[config.mk]
export PLATFORM = sky130hd
export DESIGN_NAME = load_store_unit_flat
export DESIGN_NICKNAME = d
export VERILOG_FILES = /design/src/rtl/load_store_unit_if.sv /design/src/rtl/load_store_unit.sv /design/src/flat_wrapper.sv
export SDC_FILE = /design/constraint.sdc
export NUM_CORES = 1
export LEC_CHECK = 0
export BUFFER_PORTS_ARGS = -buffer_cell sky130_fd_sc_hd__buf_2
export CAP_MARGIN = 15
export CORE_MARGIN = 3
export CORE_UTILIZATION = 45
export CTS_BUF_LIST = sky130_fd_sc_hd__clkbuf_4 sky130_fd_sc_hd__clkbuf_8
export DETAILED_ROUTE_END_ITERATION = 12
export HOLD_SLACK_MARGIN = 0.05
export PLACE_DENSITY = 0.7
export SKIP_LAST_GASP = 1
export SLEW_MARGIN = 20
export SYNTH_ARGS = -nofsm -noshare
export SYNTH_HDL_FRONTEND = slang
export SYNTH_SLANG_ARGS = --single-unit
[constraint.sdc]
create_clock -name clk -period 7.9 [get_ports clk]
set_clock_uncertainty 0.1 [all_clocks]
set_input_delay 1.58 -clock clk [delete_from_list [all_inputs] [get_ports clk]]
set_output_delay 1.58 -clock clk [all_outputs]
set_load 0.03 [all_outputs]
[src/rtl/load_store_unit_if.sv]
// Request/response bundle between the execute stage and load_store_unit.
// master = requester (execute), slave = load_store_unit.
interface load_store_unit_if;
  logic        req_valid;
  logic        req_ready;
  logic        req_we;
  logic [2:0]  req_funct3;
  logic [31:0] req_addr;
  logic [31:0] req_wdata;
  logic        resp_valid;
  logic        resp_err;
  logic [31:0] resp_rdata;

  modport master (
    output req_valid,
    output req_we,
    output req_funct3,
    output req_addr,
    output req_wdata,
    input  req_ready,
    input  resp_valid,
    input  resp_err,
    input  resp_rdata
  );

  modport slave (
    input  req_valid,
    input  req_we,
    input  req_funct3,
    input  req_addr,
    input  req_wdata,
    output req_ready,
    output resp_valid,
    output resp_err,
    output resp_rdata
  );
endinterface

[src/rtl/load_store_unit.sv]
// RV32I load/store unit: word-only memory cycles, RMW sub-word stores.
// Ports: clk, rst_n, bus (req/resp slave), mem_* word memory port.
module load_store_unit #(
  parameter int unsigned MEM_BYTES = 1024
) (
  input  logic        clk,
  input  logic        rst_n,
  load_store_unit_if.slave bus,
  output logic [31:0] mem_address,
  output logic [31:0] mem_write_data,
  output logic        mem_read,
  output logic        mem_write,
  input  logic [31:0] mem_read_data
);

  typedef enum logic [2:0] {
    IDLE,
    LOAD,
    RMW_RD,
    RMW_WR,
    STORE,
    RESP
  } state_t;

  state_t      state_q;
  logic [1:0]  off_q;
  logic [2:0]  f3_q;
  logic [15:0] wdata_q;
  logic        ready_q;
  logic        rvalid_q;
  logic        rerr_q;
  logic [31:0] rdata_q;
  logic [31:0] maddr_q;
  logic [31:0] mwdata_q;
  logic        mrd_q;
  logic        mwr_q;

  logic        req_err;
  logic        is_half;
  logic        is_word;
  logic [31:0] ld_ext;
  logic [31:0] st_merge;
  logic [7:0]  ld_byte;
  logic [15:0] ld_half;

  assign is_half = bus.req_funct3[1:0] == 2'b01;
  assign is_word = bus.req_funct3[1:0] == 2'b10;

  always_comb begin
    req_err = 1'b0;
    if (bus.req_addr >= MEM_BYTES)
      req_err = 1'b1;
    else if (bus.req_we && bus.req_funct3 >= 3'd3)
      req_err = 1'b1;
    else if (!bus.req_we &&
             bus.req_funct3 inside {3'd3, 3'd6, 3'd7})
      req_err = 1'b1;
    else if (is_half && bus.req_addr[0])
      req_err = 1'b1;
    else if (is_word && bus.req_addr[1:0] != 2'b00)
      req_err = 1'b1;
  end

  always_comb begin
    ld_byte = mem_read_data[{off_q, 3'b000} +: 8];
    ld_half = mem_read_data[{off_q[1], 4'b0000} +: 16];
    unique case (f3_q)
      3'd0:    ld_ext = {{24{ld_byte[7]}}, ld_byte};
      3'd1:    ld_ext = {{16{ld_half[15]}}, ld_half};
      3'd4:    ld_ext = {24'd0, ld_byte};
      3'd5:    ld_ext = {16'd0, ld_half};
      default: ld_ext = mem_read_data;
    endcase
  end

  // f3_q[0] separates SH from SB; only these two reach RMW
  always_comb begin
    st_merge = mem_read_data;
    if (f3_q[0])
      st_merge[{off_q[1], 4'b0000} +: 16] = wdata_q;
    else
      st_merge[{off_q, 3'b000} +: 8] = wdata_q[7:0];
  end

  always_ff @(posedge clk or negedge rst_n) begin
    if (!rst_n) begin
      state_q  <= IDLE;
      off_q    <= '0;
      f3_q     <= '0;
      wdata_q  <= '0;
      ready_q  <= 1'b1;
      rvalid_q <= 1'b0;
      rerr_q   <= 1'b0;
      rdata_q  <= '0;
      maddr_q  <= '0;
      mwdata_q <= '0;
      mrd_q    <= 1'b0;
      mwr_q    <= 1'b0;
    end else begin
      rvalid_q <= 1'b0;
      mrd_q    <= 1'b0;
      mwr_q    <= 1'b0;
      case (state_q)
        IDLE: begin
          if (bus.req_valid) begin
            off_q   <= bus.req_addr[1:0];
            f3_q    <= bus.req_funct3;
            wdata_q <= bus.req_wdata[15:0];
            ready_q <= 1'b0;
            if (req_err) begin
              state_q  <= RESP;
              rvalid_q <= 1'b1;
              rerr_q   <= 1'b1;
            end else begin
              maddr_q <= {bus.req_addr[31:2], 2'b00};
              if (!bus.req_we) begin
                state_q <= LOAD;
                mrd_q   <= 1'b1;
              end else if (is_word) begin
                state_q  <= STORE;
                mwr_q    <= 1'b1;
                mwdata_q <= bus.req_wdata;
              end else begin
                state_q <= RMW_RD;
                mrd_q   <= 1'b1;
              end
            end
          end
        end
        LOAD: begin
          rdata_q  <= ld_ext;
          state_q  <= RESP;
          rvalid_q <= 1'b1;
          rerr_q   <= 1'b0;
        end
        RMW_RD: begin
          mwdata_q <= st_merge;
          mwr_q    <= 1'b1;
          state_q  <= RMW_WR;
        end
        RMW_WR, STORE: begin
          state_q  <= RESP;
          rvalid_q <= 1'b1;
          rerr_q   <= 1'b0;
        end
        RESP: begin
          state_q <= IDLE;
          ready_q <= 1'b1;
          rerr_q  <= 1'b0;
        end
        default: begin
          state_q <= IDLE;
          ready_q <= 1'b1;
        end
      endcase
    end
  end

  assign bus.req_ready  = ready_q;
  assign bus.resp_valid = rvalid_q;
  assign bus.resp_err   = rerr_q;
  assign bus.resp_rdata = rdata_q;
  assign mem_address    = maddr_q;
  assign mem_write_data = mwdata_q;
  assign mem_read       = mrd_q;
  assign mem_write      = mwr_q;

endmodule

[src/flat_wrapper.sv]
// flat-port wrapper written by rule: the top's interface ports become plain ports
module load_store_unit_flat 
#(
  parameter int unsigned MEM_BYTES = 1024
)
  (clk, rst_n, mem_address, mem_write_data, mem_read, mem_write, mem_read_data, bus_req_valid, bus_req_we, bus_req_funct3, bus_req_addr, bus_req_wdata, bus_req_ready, bus_resp_valid, bus_resp_err, bus_resp_rdata);
  load_store_unit_if bus_i ();
  input  logic clk;
  input  logic rst_n;
  output logic [31:0] mem_address;
  output logic [31:0] mem_write_data;
  output logic mem_read;
  output logic mem_write;
  input  logic [31:0] mem_read_data;
  input wire logic [$bits(bus_i.req_valid)-1:0] bus_req_valid;
  input wire logic [$bits(bus_i.req_we)-1:0] bus_req_we;
  input wire logic [$bits(bus_i.req_funct3)-1:0] bus_req_funct3;
  input wire logic [$bits(bus_i.req_addr)-1:0] bus_req_addr;
  input wire logic [$bits(bus_i.req_wdata)-1:0] bus_req_wdata;
  output wire logic [$bits(bus_i.req_ready)-1:0] bus_req_ready;
  output wire logic [$bits(bus_i.resp_valid)-1:0] bus_resp_valid;
  output wire logic [$bits(bus_i.resp_err)-1:0] bus_resp_err;
  output wire logic [$bits(bus_i.resp_rdata)-1:0] bus_resp_rdata;
  assign bus_i.req_valid = bus_req_valid;
  assign bus_i.req_we = bus_req_we;
  assign bus_i.req_funct3 = bus_req_funct3;
  assign bus_i.req_addr = bus_req_addr;
  assign bus_i.req_wdata = bus_req_wdata;
  assign bus_req_ready = bus_i.req_ready;
  assign bus_resp_valid = bus_i.resp_valid;
  assign bus_resp_err = bus_i.resp_err;
  assign bus_resp_rdata = bus_i.resp_rdata;
  load_store_unit #(.MEM_BYTES(MEM_BYTES)) u_core (.clk(clk), .rst_n(rst_n), .bus(bus_i), .mem_address(mem_address), .mem_write_data(mem_write_data), .mem_read(mem_read), .mem_write(mem_write), .mem_read_data(mem_read_data));
endmodule
==> results.md <==
- Status: complete, no violations
- Antenna violations before repair: 4
- Syn Area/Cell: about 10 µm²
- Initial DRC Count: about 380
- Postcts setup bufs: 0
- NetSw: about 0.0011 W
- Yosys reg bits: 123
- Worst-path maximum fanout: 60
- Number of global-route vias before repair: between 5,000 and 6,000
- R2R Path End: u_core.mem_write_data[19]$_DFFE_PN0P_
- Die height: 126.8 µm
- Reg2Reg Depth: 8
- CTS clock-pin slew for the worst setup and hold paths: approximately 70 ps
- Gr usage total: 23.97%
- Max Fclk: around 0.29 GHz
- CTS H-tree depth: 4
- Critical Path Source Type: register
- Number of CTS-inserted buffers: 17
- CP Class: reg2reg
- Area Overhead vs Synth: 23.50%
- Final period utilization: roughly 43%
- Share of post-route cells with drive strength above 1: between 30% and 40%
- Layout net count: 932
- GPL Wtd Cong: roughly 0.87
- Largest net degree at the start of global routing: between 70 and 80
- Final Slew Violations: 0
- Fin util: between 50% and 60%
- Worst Path Arrival: 3660 ps
- Post-layout worst setup margin: between 4000 and 5000 ps
- Root buf cell: clkbuf_8
- Rel. slew slack: a little under two fifths
- Most common cell after layout, fill and taps aside: buf_2
- Overflow after GRT: 0
- Yosys warnings: 0
- Sequential cell area fraction in the yosys report: between 40% and 50%
- Worst hold path depth: 1
- Pwr/cell area: between 300 and 400 mW/mm²
- Clk pwr share: a little under a quarter
- Router iterations before antenna repair: 5
- Worst Max-Slew Pin Slew: ~940 ps
- Total negative slack: 0 ps
- Mapped Area: 0.006565 mm²
- Post-DRT Antenna Nets: 0
- Max Cap Viol: 0
- Yosys cell types: 47
- Critical path endpoint category: register
- Final setup fails: 0
- CTS tree: done
- Num rows: 43
- DP HPWL: 14.01 mm
- Required @ worst endpoint: 8160 ps
- Wire per inst: ~19 µm
- Combinational Power Share: about two fifths
- Seq pwr share: a little over a third
- CTS hold repair buffers: 0
- Num ports: 204
- Pwr Total: about 0.0027 W
- Global-route wire length before repair: between 30 and 40 mm
- Commonest cells after routing, fill and taps aside: buf_2, dfrtp_1, mux2i_1
- Peak supply drop: between 150 and 200 µV
- Die W: ~130 µm
- Worst hold path class: reg2reg
- Filler cells: 1,232
- RSZ-0062 raised after global routing: false
- Effective utilization at floorplan: a little under half
- Hold path endpoint: u_core.mem_address[17]$_DFFE_PN0P_
- DR DRC count: 0
- CTS sink count: roughly 120
- # resized after CTS: 0
- Port bufs: 201
- Drt total wl: about 19 mm
- CTS max path bufs: 2
- Reg2reg start: u_core.off_q[1]$_DFFE_PN0P_
- Vias: around 5,700
- Internal Power: about 0.0016 W
- Min Clock Period, post-route: 3399 ps
- R2r setup slk: about 4500 ps
- Leak: about 4.2 nW
- Post-Syn Instances: 646
- Hold path startpoint: u_core.mem_address[17]$_DFFE_PN0P_
- Dpl ws: approximately 4000 ps
- Clock latency on the worst-skew pair: roughly 440 ps
- Final Hold Fails: 0
- Die area: 0.01607 mm²
- Core footprint: ~0.014 mm²
- Via/cell ratio: about 5.6
- Switch share: a little over two fifths
worst max-delay path by stage:
stage	cells past startpoint	endpoint	startpoint
finish	8	u_core.mem_write_data[19]$_DFFE_PN0P_	u_core.off_q[1]$_DFFE_PN0P_
global route	8	u_core.mem_write_data[19]$_DFFE_PN0P_	u_core.off_q[1]$_DFFE_PN0P_
CTS	8	u_core.mem_write_data[16]$_DFFE_PN0P_	u_core.off_q[1]$_DFFE_PN0P_
detailed placement	6	u_core.mem_address[5]$_DFFE_PN0P_	bus_req_addr[13]
global placement	6	u_core.mem_address[3]$_DFFE_PN0P_	bus_req_addr[13]
floorplan	6	u_core.mem_address[3]$_DFFE_PN0P_	bus_req_addr[28]
cell type report:
cell class	instances	area, µm²	share of cell area, %
diodes	2	5.005	0.06173
clock buffers	22	302.8	3.735
clock inverters	10	161.4	1.991
inverters	42	157.7	1.944
multi-input cells	432	3113	38.40
flip-flops and latches	123	3082	38.01
well taps	180	225.2	2.778
repair buffers	208	1061	13.09
critical path, stage by stage (launching register included):
cell	delay [ps]
dfrtp_2	340
buf_4	650
inv_1	250
ha_1	420
nor4bb_2	720
a221oi_1	170
a211oi_1	430
a21oi_1	80
mux2i_1	150
registers in the layout (all words and copies together) (netlist names):
| name | cells |
|---|---|
| u_core.mem_write | 1 |
| u_core.state_q | 3 |
| u_core.f3_q | 3 |
| u_core.bus.resp_err | 1 |
| u_core.mem_address | 30 |
| u_core.wdata_q | 16 |
| u_core.bus.resp_valid | 1 |
| u_core.mem_read | 1 |
| u_core.bus.resp_rdata | 32 |
| u_core.mem_write_data | 32 |
| u_core.off_q | 2 |
| u_core.bus.req_ready | 1 |
synthesized netlist by cell type (all sizes together):
cell     number  share of area (%)
a2111oi       1               0.42
nor4bb        3               0.46
nand3         2               0.15
a21o          1               0.11
mux2         34                6.2
dfstp         1               0.40
and3          1              0.095
o221a         1               0.17
o22ai         7               0.67
mux2i        65                9.9
inv          42                2.4
xnor2         1               0.13
nor2b         2               0.19
nor4          7               0.99
a22oi         1               0.11
a211oi       34                3.9
ha            5               0.95
a31oi         1               0.32
nor3          2               0.15
and4b         1               0.15
conb          1              0.057
dfrtp       122                 47
a31o          1               0.13
clkbuf       33                1.9
and2         24                2.3
o21ai        48                3.7
a21oi        59                4.5
nor4b         2               0.50
and2b         1               0.11
nor2         25                1.4
buf          17                1.8
nand2        57                3.3
nand2b        2               0.19
nor3b         1               0.11
a32oi         7               0.93
a221oi       32                4.3
o31ai         1               0.11
mux4          1               0.34
logic make-up (layout without fill, tap and decap cells):
logic type               count (synthesis)  count (layout)  synth area share [%]
AO/OA/AOI/OAI                          194             194                 19.31
XOR/XNOR                                 1               1                0.1334
adder cells (fa/ha/maj)                  5               5                0.9529
buffers and inverters                   92             282                 6.042
flip-flops                             123             123                 46.90
multiplexers                           100             100                 16.49
other                                    1               4               0.05712
AND/OR/NAND/NOR                        130             130                 10.12
metal layers:
metal / vias to the layer above / GRT usage (%) / wire length, µm
met3: 44 / 6.863 / 1648
met4: 6 / 8.076 / 560
met1: 2717 / 33.60 / 8447
met5: - / 0 / 34
li1: 2688 / - / -
met2: 261 / 35.80 / 8601
through the flow:
step / hold WS (ps) / cell area [µm²] / instances
global placement: 356.8 / 7621 / 985
detailed placement: 365.5 / 7621 / 985
finish: 382.6 / 8108 / 1019
global route: 399.3 / 8105 / 1018
floorplan: 402.3 / 6569 / 647
CTS: 388.4 / 8085 / 1017
power groups by stage:
stage	Combinational [W]	Clock, W	Sequential [W]
floorplan	0.000710	0	0.00104
global placement	0.00108	0	0.000942
detailed placement	0.00111	0	0.000950
CTS	0.00111	0.000660	0.000938
global route	0.00124	0.000685	0.000966
finish	0.00112	0.000644	0.000943
Note: power is estimated with default switching activity, not from simulation.
